--- config.mk ---
export PLATFORM = sky130hd
export DESIGN_NAME = edge_event_arbiter
export DESIGN_NICKNAME = d
export VERILOG_FILES = /design/src/rtl/edge_event_arbiter.sv
export SDC_FILE = /design/constraint.sdc
export NUM_CORES = 1
export LEC_CHECK = 0
export CORE_ASPECT_RATIO = 0.8
export CORE_MARGIN = 2
export CORE_UTILIZATION = 49
export CTS_CLUSTER_DIAMETER = 30
export CTS_CLUSTER_SIZE = 28
export DETAILED_ROUTE_END_ITERATION = 8
export PLACE_DENSITY = 0.75
export SLEW_MARGIN = 15
export SYNTH_ARGS = -nofsm -noshare
export SYNTH_HDL_FRONTEND = slang
export SYNTH_SLANG_ARGS = --single-unit
--- constraint.sdc ---
create_clock -name clk -period 3.9 [get_ports clk]
set_clock_uncertainty 0.1 [all_clocks]
set_input_delay 1.17 -clock clk [delete_from_list [all_inputs] [get_ports clk]]
set_output_delay 1.17 -clock clk [all_outputs]
set_load 0.01 [all_outputs]
--- src/rtl/edge_event_arbiter.sv ---
// Rising-edge event capture with per-channel pending/overflow flags and a
// round-robin valid/ready offer of one pending channel index at a time.
module edge_event_arbiter #(
  parameter int WIDTH = 8,
  parameter int IDXW  = 3
) (
  input  logic             clk,
  input  logic             rst_n,
  input  logic [WIDTH-1:0] in,
  input  logic [WIDTH-1:0] mask,
  input  logic             clear,
  input  logic             evt_ready,
  output logic             evt_valid,
  output logic [IDXW-1:0]  evt_idx,
  output logic [WIDTH-1:0] pending,
  output logic [WIDTH-1:0] overflow
);

  typedef enum logic {IDLE, OFFER} state_t;

  localparam logic [IDXW-1:0] LAST_CH = IDXW'(WIDTH - 1);

  state_t           state_reg, state_next;
  logic [WIDTH-1:0] in_q_reg;
  logic [WIDTH-1:0] pending_reg, pending_next;
  logic [WIDTH-1:0] overflow_reg, overflow_next;
  logic [IDXW-1:0]  evt_idx_reg, evt_idx_next;
  logic [IDXW-1:0]  last_grant_reg, last_grant_next;
  logic [WIDTH-1:0] rise, acc_vec, remain;
  logic             accept;

  // First set bit of req strictly after base, ascending with wrap-around.
  function automatic logic [IDXW-1:0] rr_pick(input logic [WIDTH-1:0] req,
                                               input logic [IDXW-1:0]  base);
    logic [IDXW-1:0] pick;
    logic [IDXW-1:0] c;
    pick = '0;
    for (int k = WIDTH; k >= 1; k--) begin
      c = IDXW'((int'(base) + k) % WIDTH);
      if (req[c]) pick = c;
    end
    return pick;
  endfunction

  assign accept = (state_reg == OFFER) && evt_ready;

  generate
    for (genvar gi = 0; gi < WIDTH; gi++) begin : g_ch
      assign acc_vec[gi] = accept && (evt_idx_reg == IDXW'(gi));
      assign rise[gi]    = in[gi] & ~in_q_reg[gi] & mask[gi];
      // A rise coinciding with its own accept is a fresh event, not a merge.
      assign pending_next[gi]  = clear ? 1'b0
                               : (rise[gi] | (pending_reg[gi] & ~acc_vec[gi]));
      assign overflow_next[gi] = clear ? 1'b0
                               : (overflow_reg[gi] | (rise[gi] & pending_reg[gi] & ~acc_vec[gi]));
    end
  endgenerate

  assign remain = pending_reg & ~acc_vec;

  always_comb begin
    state_next      = state_reg;
    evt_idx_next    = evt_idx_reg;
    last_grant_next = last_grant_reg;
    case (state_reg)
      IDLE: begin
        if (|pending_reg) begin
          state_next   = OFFER;
          evt_idx_next = rr_pick(pending_reg, last_grant_reg);
        end
      end
      OFFER: begin
        if (accept) begin
          last_grant_next = evt_idx_reg;
          if (|remain) begin
            evt_idx_next = rr_pick(remain, evt_idx_reg);
          end else begin
            state_next = IDLE;
          end
        end
      end
      default: state_next = IDLE;
    endcase
    if (clear) begin
      state_next      = IDLE;
      evt_idx_next    = '0;
      last_grant_next = LAST_CH;
    end
  end

  always_ff @(posedge clk or negedge rst_n) begin
    if (!rst_n) begin
      state_reg      <= IDLE;
      in_q_reg       <= '0;
      pending_reg    <= '0;
      overflow_reg   <= '0;
      evt_idx_reg    <= '0;
      last_grant_reg <= LAST_CH;
    end else begin
      state_reg      <= state_next;
      in_q_reg       <= in;
      pending_reg    <= pending_next;
      overflow_reg   <= overflow_next;
      evt_idx_reg    <= evt_idx_next;
      last_grant_reg <= last_grant_next;
    end
  end

  assign evt_valid = (state_reg == OFFER);
  assign evt_idx   = evt_idx_reg;
  assign pending   = pending_reg;
  assign overflow  = overflow_reg;

endmodule

==> run metrics, run 1 <==
outcome=finished, final reports clean; Synth area leader=dfrtp_1; Iteration-0 DRC Markers=520; Worst-path clk slew=0.08 ns; Max Root-Sink Buffers=2; boundary pin count=40; Final Slew Violations=0; Max FO, Critical Path=12; Vias=3637; Post-DP HPWL=7784 um; Tightest Hold Check Type=flip-flop to flip-flop; min cycle time layout=about 3.6 ns; cts bufs inserted=5; filler cell count=between 500 and 600; Die X=98.79 um; peak supply drop=roughly 0.27 mV; power per cell area=just over 500 nW/um^2; Syn-to-layout area delta=21.78%; Setup CP Type=flip-flop to flip-flop; Sequential Power Share=18.4%; Pre-Repair DR Iteration Count=5; LEAKAGE=about 0.0017 uW; register area=between 700 and 800 sq um; drt via density=roughly 6.7; Distinct cells, synth=74; GRT Total Usage=28.18%; final hold vios=0; DRT Wirelength=approximately 11000 um; switching pwr=about 1100 uW; slowest stage cell, crit path=ha_1; Yosys top cell area share=between 15 and 20%; Post-CTS Hold Buffers=0; DIE AREA=between 7000 and 8000 sq um; vias in the first global route=between 3000 and 4000; Initial Util=50.86%; maximum clock frequency=between 0.2 and 0.3 GHz; Sw Ratio=~48%; clk_lat worst skew=~0.29 ns; gpl congestion=just under 1; Congestion Overflow GR=0; Critical Path Max Stage Delay=around 0.65 ns; first-pass GRT wire length=around 18000 um; register area share after synthesis=between 20% and 30%; Syn Nets=431; CTS tree=built; Tcrit/Tclk final=92.41%; wire per inst=approximately 20 um; Die H=79.83 um; Post-Layout Cell Count=roughly 540; number of placed cells counting well taps=531; largest net degree at the start of global routing=32; Post-synth top flop=dfrtp_1; Cell Area, Synth=about 3500 sq um; Synth Instances=402; Power Internal=between 1000 and 1500 uW; initial antenna violation count=0; combinational power share=between 60 and 70%; max cap viols=0; Routed Antenna Nets=0; setup TNS=0 ns; Core Area=between 6000 and 7000 sq um; Worst-Margin Slew=about 0.66 ns; clock sinks=31; Seq cells post-synth=31; Max-slew headroom=between 50% and 60%; cell chain of the critical path=inv_1, ha_1, mux4_2, mux2i_1, nor2_1, a2111oi_0, o21ai_1, a32oi_1, o31ai_1, o31a_1; CP startpoint kind=flip-flop; Worst EP arrival=3.68 ns; port bufs=39; DRC=0; Finish-stage setup viols=0; RSZ-0062 raised after global routing=false; post-CTS setup repair buffer count=0; Reg2Reg Setup Slack=roughly 0.30 ns; area of the multi-input gates=around 2500 sq um; Diodes inserted=0; layout cells sized above 1=roughly 20%; data required time of the critical path=between 3 and 4 ns; EDFF count, synth=0; fin nets=480; Root Buffer=clkbuf_8; Site Rows=27; synthesized area per cell=between 8 and 9 sq um; top cells by area, synth=dfrtp_1 (20%), mux4_2 (12%), mux2i_1 (4.0%); share of flip-flops with an asynchronous set or reset=100.0%; most frequent cells in the layout=clkdlybuf4s50_1 (38), buf_4 (38), nand2_1 (31), dfrtp_1 (28), nor2_1 (27); synth warn=0; clock power share=15.6%; CP Capture Type=flip-flop; H-tree depth=2
-- critical path, delay by kind of cell, from the launching register on --
kind | cells | cell delay, ns
AO/OA/AOI/OAI | 5 | 1.03
multiplexers | 2 | 0.98
adder cells (fa/ha/maj) | 1 | 0.65
flip-flops | 1 | 0.54
buffers and inverters | 1 | 0.13
AND/OR/NAND/NOR | 1 | 0.07
-- Yosys cell counts (11+ instances only) --
| cell | n |
|---|---|
| a21oi_1 | 20 |
| clkbuf_1 | 23 |
| dfrtp_1 | 28 |
| inv_1 | 14 |
| mux2i_1 | 14 |
| mux4_2 | 19 |
| nand2_1 | 31 |
| nand2b_1 | 11 |
| nand3_1 | 11 |
| nand4_1 | 12 |
| nor2_1 | 27 |
| nor2b_1 | 12 |
| o21ai_0 | 14 |
-- layout make-up --
cell class | instances | share of cell area [%]
clock inverter | 2 | 0.8168
multi-input combinational | 319 | 59.25
clock buffer | 6 | 1.925
tap | 87 | 2.538
timing repair buffer | 77 | 15.81
inverter | 17 | 1.488
sequential | 31 | 18.17
-- what timing repair did --
item / in CTS / in global routing
hold endpoints to repair: 0 / 0
setup endpoints to repair: 0 / 3
resized for setup: 0 / 3
-- final timing paths --
kind,from,to,depth (start not counted)
max,last_grant_reg[1]$_DFFE_PN1P_,evt_idx[1]$_DFFE_PN0P_,10
min,in_q_reg[6]$_DFF_PN0_,pending[6]$_DFF_PN0_,2
max reg2reg,last_grant_reg[1]$_DFFE_PN1P_,evt_idx[1]$_DFFE_PN0P_,10
min reg2reg,in_q_reg[6]$_DFF_PN0_,pending[6]$_DFF_PN0_,2
max in group asynchronous,rst_n,last_grant_reg[0]$_DFFE_PN1P_,2
min in group asynchronous,rst_n,in_q_reg[2]$_DFF_PN0_,2
-- metrics by stage --
step	worst slack, ns	util (%)	power [uW]	area (sq um)	hold slack (ns)
after floorplan	0.2417	-	1390	3522	0.4058
after global placement	-0.1789	59.95	1810	4151	0.4184
after detailed placement	-0.2819	59.95	1820	4151	0.4231
after CTS	0.01072	61.64	2170	4269	0.4373
after global routing	0.003094	61.93	2346	4289	0.4629
final	0.2959	61.93	2227	4289	0.4386
-- logic make-up (layout without fill, tap and decap cells) --
logic type / Yosys count / after routing / share of synthesized area, %
DFF: 31 / 31 / 22.13
AOI/OAI and AO/OA: 119 / 119 / 26.04
buffers and inverters: 52 / 102 / 6.216
xor gates and xnor gates: 4 / 4 / 0.9949
adders and majority gates: 9 / 9 / 3.197
and+or+nand+nor: 147 / 147 / 22.95
muxes: 40 / 40 / 18.47
-- metal layers --
layer	track usage, %	up-vias	routed length, um	share of wire (%)
li1	-	1659	-	-
met1	39.92	1742	4871	44
met2	44.05	214	4952	45
met3	6.480	22	1011	9.2
met4	6.164	0	160	1.5
met5	0	-	0	0
-- power by group through the flow --
| stage | clock [uW] | sequential (uW) | combinational, uW |
|---|---|---|---|
| floorplan | 0 | 402 | 988 |
| global placement | 0 | 412 | 1400 |
| detailed placement | 0 | 413 | 1410 |
| CTS | 349 | 408 | 1410 |
| global route | 364 | 414 | 1570 |
| finish | 347 | 410 | 1470 |
No activity file was read; power rests on OpenSTA's default activity.
==> run 2: changes to the inputs <==
Settings changed: HOLD_SLACK_MARGIN from default to 0.03, PLACE_DENSITY 0.75 to 0.72.
Clock period 3.9 ns to 4.3 ns, I/O delays scaled along.
==> run 2 against run 1 <==
Net effect: final area is 3.4% lower; total power is 12% lower; clock-buffer cell count stayed put; via count is 0.88% lower; sequential power is 5.6% lower; utilization is 2.1 points lower; clock power is 12% lower; global-route usage is 1.1 points lower; register-to-register slack better by 0.47 ns; sequential share of layout area is 0.65 points higher; critical path depth stayed put; largest cell class unchanged; largest power group unchanged.
==> run metrics, run 2 (synthesis gave the netlist of run 1 again) <==
Placement Setup Slack=0.1600 ns (+0.4419 ns); most common cell after layout, fill and taps aside=clkdlybuf4s50_1; Post-Layout Cell Count=522 (-3.2%); Tcrit/Tclk final=~91%; port bufs=39 (unchanged); cts bufs inserted=5 (unchanged); setup TNS=0 ns (unchanged); filler cell count=614 (+6.4%); setup ws final=0.3849 ns (+0.08901 ns); gpl congestion=0.9871 (-0.26%); peak supply drop=0.2148 mV (-19%); outcome=finished, final reports clean; Post-DP HPWL=7524 um (-3.3%); fin nets=463 (-3.5%); slowest stage cell, crit path=clkdlybuf4s50_1; Max-slew headroom=52.69% (-3.3 points); boundary pin count=40 (unchanged); initial antenna violation count=0 (unchanged); RSZ-0062 raised after global routing=false; hold path start=in_q_reg[4]$_DFF_PN0_; Die H=79.83 um (unchanged); Tightest Hold Check Type=flip-flop to flip-flop; worst setup path startpoint=evt_ready; Initial Util=50.86% (unchanged); H-tree depth=2 (unchanged); Routed Antenna Nets=0 (unchanged); Core Area=6925 sq um (unchanged); Diodes inserted=0 (unchanged); final hold vios=0 (unchanged); register area=779.5 sq um (unchanged); power per cell area=470.5 nW/um^2 (-9.4%); Final Slew Violations=0 (unchanged); Critical R2R Launch=evt_idx[1]$_DFFE_PN0P_; CP startpoint kind=primary input; drt via density=6.906 (+2.3%); DIE AREA=7886 sq um (unchanged); largest net degree at the start of global routing=32 (unchanged); post_cts resized=0 (unchanged); max cap viols=0 (unchanged); Root Buffer=clkbuf_8; CTS tree=built; cell chain of the critical path=clkdlybuf4s50_1, buf_4, nand4_2, a32o_1, buf_4, mux2i_1, nand4_1, a2111oi_4, a21oi_2, mux2_4; Die X=98.79 um (unchanged); Worst-path clk slew=0.08 ns (about the same); delay-heaviest family, CP=buffers and inverters; Vias=3605 (-0.88%); CP Capture Type=flip-flop; wire per inst=20.36 um (-0.17%); LEAKAGE=0.001632 uW (-5.3%); first-pass GRT wire length=17110 um (-2.8%); Finish-stage setup viols=0 (unchanged); Iteration-0 DRC Markers=518 (-0.38%); Setup CP Type=primary input to flip-flop; Worst EP arrival=4.00 ns (+0.32 ns); min cycle time layout=3.915 ns; Final Util=59.80% (-2.1 points); CP bufs+invs=3 (+2); number of placed cells counting well taps=514 (-3.2%); most frequent cells in the layout=clkdlybuf4s50_1 (39), nand2_1 (31), dfrtp_1 (28), nor2_1 (27), buf_4 (21); Worst-Margin Slew=0.7096 ns (+0.04910 ns); layout cells sized above 1=16.78% (-3.4 points); Post-CTS Hold Buffers=0 (unchanged); Syn-to-layout area delta=17.58%; Max FO, Critical Path=7 (-5); Congestion Overflow GR=0 (unchanged); DRC=0 (unchanged); area of the multi-input gates=2524 sq um (-0.69%); post-CTS setup repair buffer count=0 (unchanged); vias in the first global route=3290 (-5.0%); GRT Total Usage=27.12% (-1.1 points); clock sinks=31 (unchanged); data required time of the critical path=4.39 ns (+0.41 ns); Pre-Repair DR Iteration Count=5 (unchanged); Critical Path Max Stage Delay=0.58 ns (-0.07 ns); Max Root-Sink Buffers=2 (unchanged); clk_lat worst skew=0.29 ns (about the same); DRT Wirelength=10630 um (-3.3%); maximum clock frequency=between 0.2 and 0.3 GHz; Site Rows=27 (unchanged); most frequent CP cell=buf_4; Final Power=1949 uW (-12%)
[run 2: cell count changes in the layout (fill, tap and decap cells not counted)]
| cell | delta |
|---|---|
| dlymetal6s2s_1 | -1 |
| buf_4 | -17 |
| nor4_1 | +1 |
| nor4_2 | -1 |
| o32ai_2 | +1 |
| clkdlybuf4s50_1 | +1 |
| o32ai_4 | -1 |
[run 2: layer usage]
| metal | vias up | wire (um) | share of wire [%] | global-route usage [%] |
|---|---|---|---|---|
| li1 | 1629 | - | - | - |
| met2 | 224 | 4636 | 44 | 39.73 |
| met4 | 0 | 164 | 1.5 | 7.397 |
| met5 | - | 0 | 0 | 0 |
| met3 | 23 | 1095 | 10 | 5.954 |
| met1 | 1729 | 4734 | 45 | 40.16 |
[run 2: final timing paths]
| path | cells past startpoint | endpoint | slack [ns] |
|---|---|---|---|
| min in group asynchronous | 2 | overflow[7]$_DFF_PN0_ | 1.29 |
| setup reg to reg | 9 | evt_idx[1]$_DFFE_PN0P_ | 0.77 |
| hold reg to reg | 2 | pending[4]$_DFF_PN0_ | 0.44 |
| setup / recovery | 10 | evt_idx[2]$_DFFE_PN0P_ | 0.38 |
| max in group asynchronous | 2 | last_grant_reg[1]$_DFFE_PN1P_ | 2.49 |
| hold / removal | 2 | pending[4]$_DFF_PN0_ | 0.44 |
[run 2: area by class of cell]
type / count / share of cell area, %
multi-input cells: 319 / 60.94
well taps: 87 / 2.628
clock inverters: 2 / 0.8459
inverters: 17 / 1.541
repair buffers: 60 / 13.23
clock buffers: 6 / 1.994
flip-flops and latches: 31 / 18.82
[run 2: per-stage QoR]
| step | area [sq um] | hold WS [ns] |
|---|---|---|
| after floorplan | 3522 | 0.4058 |
| after global placement | 4024 | 0.4245 |
| after detailed placement | 4024 | 0.4275 |
| after CTS | 4141 | 0.4348 |
| after global routing | 4141 | 0.4602 |
| final | 4141 | 0.4374 |
[run 2: worst min-delay path, delay by kind of cell, from the launching register on]
| family | cells | cell delay, ns |
|---|---|---|
| compound gates | 1 | 0.07 |
| flops | 1 | 0.31 |
| simple gates | 1 | 0.12 |
[run 2: power breakdown]
group          switching, uW  internal (uW)  total [uW]  leakage [uW]
combinational            749            507        1260       0.00118
clock                    118            188         305     0.0000612
sequential              66.9            320         387      0.000395
